**src/rtl/y86_pkg.sv**
```systemverilog
// Shared Y86-64 constants and the aligned-instruction payload used by the fetch stage.
package y86_pkg;

    localparam int unsigned XLEN    = 64;
    localparam int unsigned INSTR_W = 80;
    localparam int unsigned NIB_W   = 4;
    localparam int unsigned STAT_W  = 3;

    localparam logic [NIB_W-1:0] IHALT   = 4'h0;
    localparam logic [NIB_W-1:0] INOP    = 4'h1;
    localparam logic [NIB_W-1:0] IRRMOVQ = 4'h2;
    localparam logic [NIB_W-1:0] IIRMOVQ = 4'h3;
    localparam logic [NIB_W-1:0] IRMMOVQ = 4'h4;
    localparam logic [NIB_W-1:0] IMRMOVQ = 4'h5;
    localparam logic [NIB_W-1:0] IOPQ    = 4'h6;
    localparam logic [NIB_W-1:0] IJXX    = 4'h7;
    localparam logic [NIB_W-1:0] ICALL   = 4'h8;
    localparam logic [NIB_W-1:0] IRET    = 4'h9;
    localparam logic [NIB_W-1:0] IPUSHQ  = 4'hA;
    localparam logic [NIB_W-1:0] IPOPQ   = 4'hB;

    localparam logic [STAT_W-1:0] SAOK = 3'd1;
    localparam logic [STAT_W-1:0] SHLT = 3'd2;
    localparam logic [STAT_W-1:0] SADR = 3'd3;
    localparam logic [STAT_W-1:0] SINS = 3'd4;

    localparam logic [NIB_W-1:0] RNONE = 4'hF;

    typedef struct packed {
        logic [NIB_W-1:0] icode;
        logic [NIB_W-1:0] ifun;
        logic [NIB_W-1:0] ra;
        logic [NIB_W-1:0] rb;
        logic [XLEN-1:0]  valc;
        logic             need_regids;
        logic             need_valc;
    } align_t;

endpackage

```
**src/rtl/instr_align.sv**
```systemverilog
// Splits the raw instruction bytes into fields and aligns valC (combinational).
module instr_align
    import y86_pkg::*;
(
    input  logic [INSTR_W-1:0] imem_data,
    output align_t             fields
);

    logic [NIB_W-1:0] icode;
    logic             need_regids;
    logic             need_valc;

    assign icode = imem_data[7:4];

    always_comb begin
        need_regids = 1'b0;
        need_valc   = 1'b0;
        case (icode)
            IRRMOVQ, IOPQ, IPUSHQ, IPOPQ: need_regids = 1'b1;
            IIRMOVQ, IRMMOVQ, IMRMOVQ: begin
                need_regids = 1'b1;
                need_valc   = 1'b1;
            end
            IJXX, ICALL: need_valc = 1'b1;
            default: ;
        endcase
    end

    // valC starts one byte later when a register-specifier byte is present
    always_comb begin
        fields             = '0;
        fields.icode       = icode;
        fields.ifun        = imem_data[3:0];
        fields.ra          = need_regids ? imem_data[15:12] : RNONE;
        fields.rb          = need_regids ? imem_data[11:8]  : RNONE;
        fields.need_regids = need_regids;
        fields.need_valc   = need_valc;
        if (need_valc) begin
            fields.valc = need_regids ? imem_data[79:16] : imem_data[71:8];
        end
    end

endmodule

```
**src/rtl/fetch_stage.sv**
```systemverilog
// Y86-64 pipeline fetch stage: PC select, decode of instruction bytes, next-PC prediction.
// Optional FETCH_PERF_CNT_EN adds a fetched-instruction counter on fetch_count.
module fetch_stage
    import y86_pkg::*;
#(
    parameter logic [63:0] RESET_PC = 64'h0
) (
    input  logic                 clk,
    input  logic                 rst_n,
    input  logic                 F_stall,
    input  logic [NIB_W-1:0]     M_icode,
    input  logic                 M_Cnd,
    input  logic [XLEN-1:0]      M_valA,
    input  logic [NIB_W-1:0]     W_icode,
    input  logic [XLEN-1:0]      W_valM,
    output logic [XLEN-1:0]      imem_addr,
    input  logic [INSTR_W-1:0]   imem_data,
    input  logic                 imem_error,
    output logic [NIB_W-1:0]     f_icode,
    output logic [NIB_W-1:0]     f_ifun,
    output logic [NIB_W-1:0]     f_rA,
    output logic [NIB_W-1:0]     f_rB,
    output logic [XLEN-1:0]      f_valC,
    output logic [XLEN-1:0]      f_valP,
    output logic [STAT_W-1:0]    f_stat,
    output logic [XLEN-1:0]      F_predPC,
    output logic [XLEN-1:0]      fetch_count
);

    align_t            fa;
    logic [XLEN-1:0]   pc;
    logic [XLEN-1:0]   valp;
    logic [XLEN-1:0]   pred_pc;
    logic [STAT_W-1:0] stat;
    logic              bubble;

    // Mispredicted branch outranks a returning ret
    always_comb begin
        pc = F_predPC;
        if (M_icode == IJXX && !M_Cnd) begin
            pc = M_valA;
        end else if (W_icode == IRET) begin
            pc = W_valM;
        end
    end

    instr_align u_align (
        .imem_data (imem_data),
        .fields    (fa)
    );

    always_comb begin
        stat = SAOK;
        if (imem_error) begin
            stat = SADR;
        end else if (fa.icode > IPOPQ) begin
            stat = SINS;
        end else if (fa.icode == IHALT) begin
            stat = SHLT;
        end
    end

    assign bubble  = (stat == SADR) || (stat == SINS);
    assign valp    = pc + XLEN'(1) + XLEN'(fa.need_regids) + (fa.need_valc ? XLEN'(8) : XLEN'(0));
    assign pred_pc = (fa.icode == IJXX || fa.icode == ICALL) ? fa.valc : valp;

    assign imem_addr = pc;
    assign f_icode   = bubble ? INOP : fa.icode;
    assign f_ifun    = bubble ? 4'h0 : fa.ifun;
    assign f_rA      = bubble ? RNONE : fa.ra;
    assign f_rB      = bubble ? RNONE : fa.rb;
    assign f_valC    = fa.valc;
    assign f_valP    = valp;
    assign f_stat    = stat;

    always_ff @(posedge clk or negedge rst_n) begin
        if (!rst_n) begin
            F_predPC <= RESET_PC;
        end else if (!F_stall) begin
            F_predPC <= pred_pc;
        end
    end

`ifdef FETCH_PERF_CNT_EN
    logic [XLEN-1:0] count_q;

    always_ff @(posedge clk or negedge rst_n) begin
        if (!rst_n) begin
            count_q <= '0;
        end else if (!F_stall && stat == SAOK) begin
            count_q <= count_q + XLEN'(1);
        end
    end

    assign fetch_count = count_q;
`else
    assign fetch_count = '0;
`endif

endmodule

```
**config.mk**
```make
export PLATFORM = sky130hd
export DESIGN_NAME = fetch_stage
export DESIGN_NICKNAME = d
export VERILOG_FILES = /design/src/rtl/y86_pkg.sv /design/src/rtl/instr_align.sv /design/src/rtl/fetch_stage.sv
export SDC_FILE = /design/constraint.sdc
export NUM_CORES = 1
export LEC_CHECK = 0
export CAP_MARGIN = 20
export CORE_AREA = 2 2 216 218
export DETAILED_ROUTE_END_ITERATION = 10
export DIE_AREA = 0 0 218 220
export GPL_TIMING_DRIVEN = 0
export PLACE_DENSITY = 0.58
export SLEW_MARGIN = 20
export SYNTH_ARGS = -nofsm -noshare
export SYNTH_HDL_FRONTEND = slang
export SYNTH_HIERARCHICAL = 1
export SYNTH_SLANG_ARGS = --single-unit
```
**constraint.sdc**
```tcl
create_clock -name clk -period 8.1 [get_ports clk]
set_clock_uncertainty 0.1 [all_clocks]
set_input_delay 1.62 -clock clk [delete_from_list [all_inputs] [get_ports clk]]
set_output_delay 1.62 -clock clk [all_outputs]
set_load 0.01 [all_outputs]
```
==> results.md <==
- CTS tree: built
- R2R cell count: 14
- 1st-iter DRT viols: 1445
- Area grow syn2layout: 67.0%
- DR vias: 13700
- CP peak stage delay: 610 ps
- Clock period minus worst slack: 8010 ps
- Worst Tran Pin Value: 1050 ps
- DIE AREA: 48000 um^2
- Io pins: 560
- Status: complete, no violations
- Largest delay share family, worst path: buffers and inverters
- Placed wire-length estimate: 59.6 mm
- Fillers: 4894
- Top post-synthesis cells by count: nand2_1, mux2i_1, buf_4, nor2_1, nand3_1
- Final period util: 98.8%
- Vias/cell: 5.40
- Yosys reg bits: 64
- Starting Density: 21.8%
- Drt wl/cell: 28.7 um
- Hold buffer count at cts: 0
- NumNets Final: 2143
- Final GP Congestion: 0.921
- Global-route wire length before repair: 99.6 mm
- Htree depth: 3
- R2r startpoint: F_predPC[0]$_DFFE_PN0N_
- Crit Path Class: input pin to output pin
- Max FFs per register: 64
- Register area share after synthesis: 16.0%
- Placed insts: 2507
- Tot Pwr: 2460 uW
- Worst-path fanout max: 10
- TritonCTS Buffers: 9
- Fmax: 125 MHz
- Pre-antenna DRT Iters: 7
- Antenna viol nets, final: 0
- Layout Utilization: 36.5%
- Cell repeated most along the worst path: buf_6
- Crit end category: output pin
- Critical path's slowest cell: clkdlybuf4s50_1
- Share of layout cells above drive strength 1: 13.8%
- Clock slew at reported path FFs: 60 ps
- Pwr dens: 147 nW/um^2
- Residual DRC: 0
- Die Ht: 220 um
- RR Endpoint: F_predPC[48]$_DFFE_PN0N_
- Cell taking the most area after synthesis: dfrtp_1
- Vias in the first global route: 13200
- Top reg by flops: F_predPC
- Leakage: 0.00715 uW
- Slew HR: 30.0%
- Setup crit end: f_valP[35]
- Post-synth EDFFs: 0
- Deepest clock path buffer count: 2
- Slew Limit Fails: 0
- Leading cell type by number of instances after synthesis: nand2_1
- Async set or reset register ratio after synthesis: 100%
- DIE WIDTH: 218 um
- Root buf cell: clkbuf_16
- Port buffer count: 490
- Antenna violations before repair: 3
- DR top layer: met4
- Met1 WL: 28.8 mm
- Mapped Cells: 1346
- Largest net degree at the start of global routing: 35
- Register area: 1600 um^2
- Critical Path RT: 6380 ps
- Ys flop type: dfrtp_1
- CP Data Arrival Time: 6290 ps
- Synth cell types: 78
- Row count: 79
- Number of cells on the critical path: 18
- Footprint of the multi-input gates: 7520 um^2
- Design Area, Final: 16700 um^2
- Final Hold Viols: 0
- Non-filler cells, final: 2534
- Synth area leaders: dfrtp_1, mux2i_1, nand2_1
- Routed WL: 72.8 mm
- Clk_lat worst skew: 350 ps
- WHS: 415 ps
- Number of max-cap violations: 0
- Worst-path cell chain: clkdlybuf4s50_1 > and4b_1 > buf_6 > nand2_8 > buf_6 > buf_6 > buf_12 > clkbuf_16 > nor2_1 > a31oi_2 > ha_4 > nor4b_4 > o311ai_4 > or3_4 > buf_6 > nor3_1 > xor2_1 > clkdlybuf4s50_1
- Largest registers: F_predPC: 64 flops
- Metal3 WL: 6.45 mm
- Final setup viols: 0
- CP startpoint: M_icode[0]
- Worst min path class: flop to flop
- Worst setup SP type: input pin
- GR Overflow Total: 0
- Dpl cell area: 15900 um^2
- Flop2flop setup slack: 4650 ps
- Yosys warnings: 6
- Core box area: 45900 um^2
- Syn_area_per_cell: 7.44 um^2
- WL met2: 35.0 mm
- Worst Path Buf+Inv: 8
- Gr usage total: 29.0%
- Share of the synthesized area in the top cell type: 16.0%
- Clock sinks: 64
- Post-synthesis instance area: 10000 um^2
- Peak supply drop: 0.100 mV
## area by class of cell
| class | count | area share [%] |
|---|---|---|
| clock inverter | 3 | 0.0897 |
| antenna | 3 | 0.0448 |
| buffer | 178 | 8.18 |
| sequential | 64 | 9.57 |
| multi-input combinational | 1127 | 44.9 |
| tap | 607 | 4.54 |
| inverter | 32 | 0.718 |
| clock buffer | 13 | 1.61 |
| timing repair buffer | 507 | 30.3 |
## where the power goes
| part | leakage, uW | internal [uW] | total [uW] | switching, uW |
|---|---|---|---|---|
| Clock | 0.000145 | 232 | 406 | 175 |
| Sequential | 0.000836 | 388 | 500 | 112 |
| Combinational | 0.00617 | 758 | 1560 | 800 |
## worst min path at each step
stage / from / to / slack (ps) / cells past startpoint
after floorplan: F_predPC[0]$_DFFE_PN0N_ / F_predPC[0]$_DFFE_PN0N_ / 430 / 2
after global placement: F_predPC[4]$_DFFE_PN0N_ / F_predPC[4]$_DFFE_PN0N_ / 400 / 2
after detailed placement: F_predPC[4]$_DFFE_PN0N_ / F_predPC[4]$_DFFE_PN0N_ / 410 / 2
after CTS: F_predPC[4]$_DFFE_PN0N_ / F_predPC[4]$_DFFE_PN0N_ / 420 / 2
after global routing: F_predPC[4]$_DFFE_PN0N_ / F_predPC[4]$_DFFE_PN0N_ / 460 / 2
final: F_predPC[4]$_DFFE_PN0N_ / F_predPC[4]$_DFFE_PN0N_ / 420 / 2
## cells in the final DEF, fill, tap and decap left out, drive strengths merged, types with 16 or more instances in the layout
cell / netlist / routed
or3: 20 / 20
nor3b: 38 / 38
nand2: 191 / 191
nor3: 38 / 38
o21ai: 100 / 100
dfrtp: 64 / 64
clkdlybuf4s50: 0 / 465
clkbuf: 51 / 62
nand3: 71 / 71
a21oi: 46 / 46
conb: 1 / 64
a31oi: 42 / 42
nand4: 16 / 16
nor2: 74 / 74
inv: 32 / 32
xnor2: 44 / 44
buf: 135 / 148
mux2i: 118 / 118
a32oi: 65 / 65
nor4: 23 / 23
## metrics by stage
| stage | setup TNS [ps] | worst slack [ps] |
|---|---|---|
| after floorplan | 0 | 760 |
| after detailed placement | -118250 | -2440 |
| final | 0 | 94.6 |
| after CTS | 0 | 4.06 |
| after global routing | -7.97 | -7.97 |
| after global placement | -116810 | -2440 |
## per-layer routing
metal,up-vias,GRT usage [%]
met3,108,6.21
li1,5987,-
met2,903,50.0
met5,-,0
met4,0,10.0
met1,6675,35.6
## cells by family after synthesis
group,share of synthesized area (%)
compound gates,22.9
xor+xnor,5.07
fa+ha+maj,0.375
buf+inv,13.8
flops,16.0
mux,13.0
other cells,0.0374
simple gates,28.8
## repair_timing
action	in CTS	in global routing
buffers inserted	10	6
pin swaps	8	7
cloned	0	0
resized for setup	72	36
endpoints found under the setup margin	69	40
## worst reg2reg max path: cells and delay by family, from the launching register on
family | cells | cell delay [ps]
AND/OR/NAND/NOR | 4 | 980
AO/OA/AOI/OAI | 4 | 810
flip-flops | 1 | 440
adder cells (fa/ha/maj) | 2 | 430
buffers and inverters | 2 | 310
XOR/XNOR | 1 | 170
multiplexers | 1 | 100
Note: power is estimated with default switching activity, not from simulation.
